--- config.mk ---
export PLATFORM = sky130hd
export DESIGN_NAME = gshare_predictor
export DESIGN_NICKNAME = d
export VERILOG_FILES = /design/src/rtl/gshare_predictor.sv
export SDC_FILE = /design/constraint.sdc
export NUM_CORES = 1
export LEC_CHECK = 0
export ABC_CLOCK_PERIOD_IN_PS = 3900
export CAP_MARGIN = 10
export CORE_AREA = 2 2 209 211
export DETAILED_ROUTE_END_ITERATION = 7
export DIE_AREA = 0 0 211 213
export SYNTH_ARGS = -nofsm -noshare
export SYNTH_HDL_FRONTEND = slang
export SYNTH_SLANG_ARGS = --single-unit
--- constraint.sdc ---
create_clock -name clk -period 3.9 [get_ports clk]
set_input_delay 0.78 -clock clk [delete_from_list [all_inputs] [get_ports clk]]
set_output_delay 0.78 -clock clk [all_outputs]
set_load 0.03 [all_outputs]
--- src/rtl/gshare_predictor.sv ---
// Direction predictor: table of saturating counters indexed by PC (bimodal) or
// PC ^ GHR (gshare). Combinational lookup at fetch, training and GHR repair at MEM.
module gshare_predictor #(
    parameter int IDX_BITS  = 6,
    parameter int CTR_BITS  = 2,
    parameter int HIST_BITS = 6,
    parameter int MODE      = 1,
    parameter int PERF_BITS = 32
) (
    input  logic                 clk,
    input  logic                 rst_n,
    input  logic [31:0]          PC_IF,
    input  logic                 fetch_valid,
    output logic                 Predict_Taken,
    output logic [HIST_BITS-1:0] Predict_GHR,
    input  logic [31:0]          PC_MEM,
    input  logic                 is_Branch_MEM,
    input  logic                 Actual_Taken,
    input  logic [HIST_BITS-1:0] GHR_MEM,
    input  logic                 Mispredict_MEM,
    output logic [PERF_BITS-1:0] perf_branches,
    output logic [PERF_BITS-1:0] perf_mispred
);
    localparam int                ENTRIES = 1 << IDX_BITS;
    localparam logic [CTR_BITS-1:0] CTR_MAX = '1;
    localparam logic [CTR_BITS-1:0] WEAK_NT = CTR_BITS'((1 << (CTR_BITS - 1)) - 1);

    logic [CTR_BITS-1:0]  ctr_q [ENTRIES];
    logic [CTR_BITS-1:0]  ctr_wr_d;
    logic [HIST_BITS-1:0] ghr_q, ghr_d;
    logic [PERF_BITS-1:0] perf_br_q, perf_br_d;
    logic [PERF_BITS-1:0] perf_mp_q, perf_mp_d;
    logic [IDX_BITS-1:0]  ridx, widx;
    logic                 mispred;

    // Only the word-aligned index bits of either PC participate in lookup.
    logic unused_pc;
    assign unused_pc = ^{PC_IF[31:IDX_BITS+2], PC_IF[1:0], PC_MEM[31:IDX_BITS+2], PC_MEM[1:0]};

    assign mispred = is_Branch_MEM && Mispredict_MEM;

    always_comb begin
        ridx = PC_IF[IDX_BITS+1:2]  ^ ((MODE != 0) ? IDX_BITS'(ghr_q)   : '0);
        widx = PC_MEM[IDX_BITS+1:2] ^ ((MODE != 0) ? IDX_BITS'(GHR_MEM) : '0);
    end

    assign Predict_Taken = ctr_q[ridx][CTR_BITS-1];
    assign Predict_GHR   = ghr_q;
    assign perf_branches = perf_br_q;
    assign perf_mispred  = perf_mp_q;

    always_comb begin
        ctr_wr_d = ctr_q[widx];
        if (Actual_Taken) begin
            if (ctr_q[widx] != CTR_MAX) ctr_wr_d = ctr_q[widx] + 1'b1;
        end else begin
            if (ctr_q[widx] != '0) ctr_wr_d = ctr_q[widx] - 1'b1;
        end
    end

    // Repair from the fetch-time snapshot beats the speculative shift; the cast
    // drops the oldest bit and also covers a single-bit history.
    always_comb begin
        ghr_d = ghr_q;
        if (mispred)
            ghr_d = HIST_BITS'({GHR_MEM, Actual_Taken});
        else if (fetch_valid)
            ghr_d = HIST_BITS'({ghr_q, Predict_Taken});
    end

    always_comb begin
        perf_br_d = perf_br_q;
        perf_mp_d = perf_mp_q;
        if (is_Branch_MEM && (perf_br_q != '1)) perf_br_d = perf_br_q + 1'b1;
        if (mispred && (perf_mp_q != '1))       perf_mp_d = perf_mp_q + 1'b1;
    end

    always_ff @(posedge clk or negedge rst_n) begin
        if (!rst_n) begin
            for (int i = 0; i < ENTRIES; i++) ctr_q[i] <= WEAK_NT;
        end else if (is_Branch_MEM) begin
            ctr_q[widx] <= ctr_wr_d;
        end
    end

    always_ff @(posedge clk or negedge rst_n) begin
        if (!rst_n) begin
            ghr_q     <= '0;
            perf_br_q <= '0;
            perf_mp_q <= '0;
        end else begin
            ghr_q     <= ghr_d;
            perf_br_q <= perf_br_d;
            perf_mp_q <= perf_mp_d;
        end
    end

endmodule
# == Yosys cells after proc, flatten, opt, wreduce, memory -nomap -nowiden ==
# Cells that the tools add are included.
# classes
eq_ne,3
bitwise_logic,4
order_cmp,3
n_reduce_logical,6
n_addsub,4
n_mux,14
# ops
op,count
bitwise mux 128 bit,1
"adder 32 x 1 -> 32 bit, second input constant",2
"!= test 32 bit, second input constant",2
binary-select mux 2 bit (select 6 bit),2
two-way mux 2 bit,8
"greater-or-equal comparator 7 bit, second input constant",2
NOT 6 -> 7 bit,2
demux 2 bit (select 6 bit),1
two-way mux 6 bit,2
bitwise XOR 6 bit,2
"less-than comparator 7 x 1 -> 1 bit, second input constant",1
logical AND 1 bit,4
nonzero test 2 bit,2
"adder 2 x 1 -> 2 bit, second input constant",1
"!= test 2 bit, second input constant",1
"subtractor 2 x 1 -> 2 bit, second input constant",1
# word_totals
ff_bits,198
elab_cells,101

# == Logic depth before layout (Yosys ltp) ==
# depth
depth_word,9
mapped_depth,11
mapped_depth_nobuf,8

# == Least setup slack after synthesis ==
# Ideal clock, no wire load.
# synth_path
path_kind,input to output
startpoint,in PC_IF[2]
endpoint,out Predict_Taken
arrival_ns,3.210
required_time_ns,3.120
cell_stages,6
path_slack_ns,-0.090
cell_sequence,xnor2_1 -> buf_2 -> mux4_2 -> mux4_2 -> a211oi_1 -> a21oi_1
# synth_between
elab_chain_len,5
# synth_lines
item,line,rtl
from (decl),12,"input logic [31:0] PC_IF,"
bitwise XOR 6 bit,43,ridx = PC_IF[IDX_BITS+1:2] ^ ((MODE != 0) ? IDX_BITS'(ghr_q) : '0);
NOT 6 -> 7 bit (implied by the code),47,assign Predict_Taken = ctr_q[ridx][CTR_BITS-1];
binary-select mux 2 bit (select 6 bit),47,
two-way mux 2 bit (implied by the code) (2 in a row),47,
to (decl),14,"output logic Predict_Taken,"
# Every way passes these cells. The select of a mux whose other input is x is not followed.

# == Final worst setup path ==
# layout_path
startpoint,in PC_IF[3]
endpoint,out Predict_Taken
# The elaborated chain is that of the path after synthesis.

==> results.ini <==
[outcome]
status=finished, final reports clean

[synth]
synthTopCellsByArea=dfrtp_1, dfstp_2, nor2_1
synth-async-reset-ratio_pct=100.0
synth-compound-area-share_pct=13.55
synth.avg_cell_area_um2=9.849
yosysTopAreaCell=dfrtp_1
synth_edf_count=0
syn_nets=1147
yosys.area_share.simple_pct=19.47
synth-seq-cells=198
netlist_area_um2=10530
synthMuxAreaShare_pct=9.400
synth_xor_xnor_area_share_pct=6.619
synth_fa_ha_area_share_pct=0.2377
ys_seq_area_share_pct=47.82
ys_warn_count=0
netlist_instances=1069
synth_ff_type=dfrtp_1
synth_top_area_share_pct=31.85
synth_top_family_by_area=simple AND/OR/NAND/NOR gates
synth_cell_types=63

[routing]
routedWlPerCell_um=16.98
antenna_left=0
drc=0
drt-total-wl_mm=30.44
drtIter0Drc=630
vias_per_cell=4.954
dr.pass1.iters=5
vias=8882

[timing]
finalHoldViolations=0
fmaxAchievable_ghz=0.2635
setup_viol=0
rsz0062_at_grt=false
period_needed_ps=3796
fin_ws_ps=104.3
slew_violations=0
worst_slew_pin_slew_ps=714.5
hold_slack_ps=342.7
relSlewSlack_pct=52.23
fin_worst_skew_ps=14.59
post-route-period-util_pct=97.33

[floorplan]
core-area_um2=42700
ios=147
num_rows=76
die_h_um=213
die_width_um=211
die_area_um2=44940
start_util_pct=24.66

[critical_path]
crit_path_end_kind=primary output
cp_slowest_cell=mux4_2
required_ps=3120
critPathMaxStageDelay_ps=510
crit_path_start_kind=primary input
cp_cell_sequence=clkdlybuf4s50_1, xor2_1, buf_4, buf_12, mux4_2, mux4_2, mux2i_4, a21oi_2, buf_6
worstSetupPathType=in -> out
critical_path.most_common_cell=mux4_2
crit_fanout=8
worstPathArrival_ps=3020

[clock_network]
clock_sinks=198
cts_tree=yes
clockBufferDepth=2
cts-root-buf=clkbuf_16
clk_latency_ps=450
cts_buffers=17
h-tree-depth=4
clkTransAtPathRegs_ps=70

[final_layout]
fillers=4395
final_nets=1312
stdcell_count=1793
utilization_pct=31.66
final_common_cell=nor2_1
mostFrequentLayoutCells=nor2_1, nand2_1, dfrtp_1, clkdlybuf4s50_1, buf_4
syn2layout_area_growth_pct=28.37
diodes=0
layout-drive-gt1-share_pct=21.01

[global_routing]
grt_pass1_vias=8822
grt_antenna_before_repair=0
grtUsageTotal_pct=13.86
grt_overflow=0
grt_max_degree=92
grt_pass1_wl_mm=49.20

[flow_run]
cap_viol_max_count=0

[place]
place.detailed.hpwl_mm=21.54
gp_congestion=0.8557
place_ws_ps=-523.9
dp_cells=1761
numPortBuffers=94

[power]
power_density_nw_per_um2=564.7
power_w=0.007633
leakage_nw=5.348
vdd_drop_max_uv=304.4

[worst_hold_path]
hold_path_class=in -> async

stage by stage:
| stage | cell area (um^2) | setup TNS, ps |
|---|---|---|
| final | 13520 | 0 |
| after global routing | 13520 | 0 |
| after CTS | 13510 | 0 |
| after detailed placement | 12910 | -21720 |
| after global placement | 12910 | -24270 |
| after floorplan | 10540 | 0 |
per-layer routing:
| layer | wire (um) | track usage [%] | up-vias |
|---|---|---|---|
| met4 | 605 | 4.420 | 0 |
| met5 | 0 | 0 | - |
| met2 | 14340 | 22.65 | 284 |
| met3 | 1644 | 2.309 | 45 |
| li1 | - | - | 4195 |
| met1 | 13850 | 18.74 | 4358 |
where the power goes:
part | internal, W | total, W | switching, W
logic | 0.00130 | 0.00263 | 0.00133
registers | 0.00274 | 0.00321 | 0.000464
clock network | 0.000913 | 0.00180 | 0.000883
total | 0.00495 | 0.00763 | 0.00268
sequential cells by signal, summed over array words and instances, names as in the netlist:
register and flops:
perf_branches 32, Predict_GHR 6, ctr_q 128, perf_mispred 32
worst max-delay path, delay by kind of cell:
| kind | cells | cell delay (ps) |
|---|---|---|
| AOI/OAI and AO/OA | 1 | 100 |
| xor gates and xnor gates | 1 | 170 |
| buffers and inverters | 4 | 980 |
| muxes | 3 | 980 |
synthesized netlist by cell type (all sizes together) (9+ instances only):
library cell,number
mux4,31
nor3,17
nand2,176
dfrtp,134
mux2,14
a31oi,65
dfstp,64
nand4,11
clkbuf,14
a221oi,11
mux2i,13
o21ai,9
buf,33
xor2,38
nand3,38
and3,18
o31ai,61
nor2,192
a21oi,15
xnor2,39
final cells by class:
class / count / area, um^2 / share of cell area [%]
clock buffer: 17 / 425.4 / 3.148
clock inverter: 15 / 158.9 / 1.176
inverter: 8 / 30.03 / 0.2222
multi-input combinational: 816 / 5270 / 38.99
sequential: 198 / 5035 / 37.25
tap: 546 / 683.2 / 5.055
timing repair buffer: 193 / 1913 / 14.15
worst paths after layout:
path / start / to / slack (ps) / cells past startpoint
max in group asynchronous: rst_n / ctr_q[8] / 2560 / 2
setup / recovery: PC_IF[3] / Predict_Taken / 100 / 9
hold / removal: rst_n / ctr_q[103] / 340 / 1
setup reg to reg: perf_mispred[15] / perf_mispred[31] / 730 / 8
hold reg to reg: ctr_q[120] / ctr_q[120] / 470 / 2
min in group clk: ctr_q[120] / ctr_q[120] / 470 / 2
timing repair:
action | 4_1_cts | 5_1_grt
setup endpoints to repair | 1 | 1
setup buffers | 0 | 0
resized for setup | 11 | 1
pin swaps | 0 | 1
hold buffers | 0 | 0
endpoints found under the hold margin | 0 | 0
cells by family (layout without fill, tap and decap cells):
group / Yosys count / count (layout)
simple gates: 480 / 480
mux: 58 / 58
buf+inv: 55 / 233
compound gates: 199 / 199
fa+ha+maj: 2 / 2
xor+xnor: 77 / 77
flops: 198 / 198
Note: power is estimated with default switching activity, not from simulation.
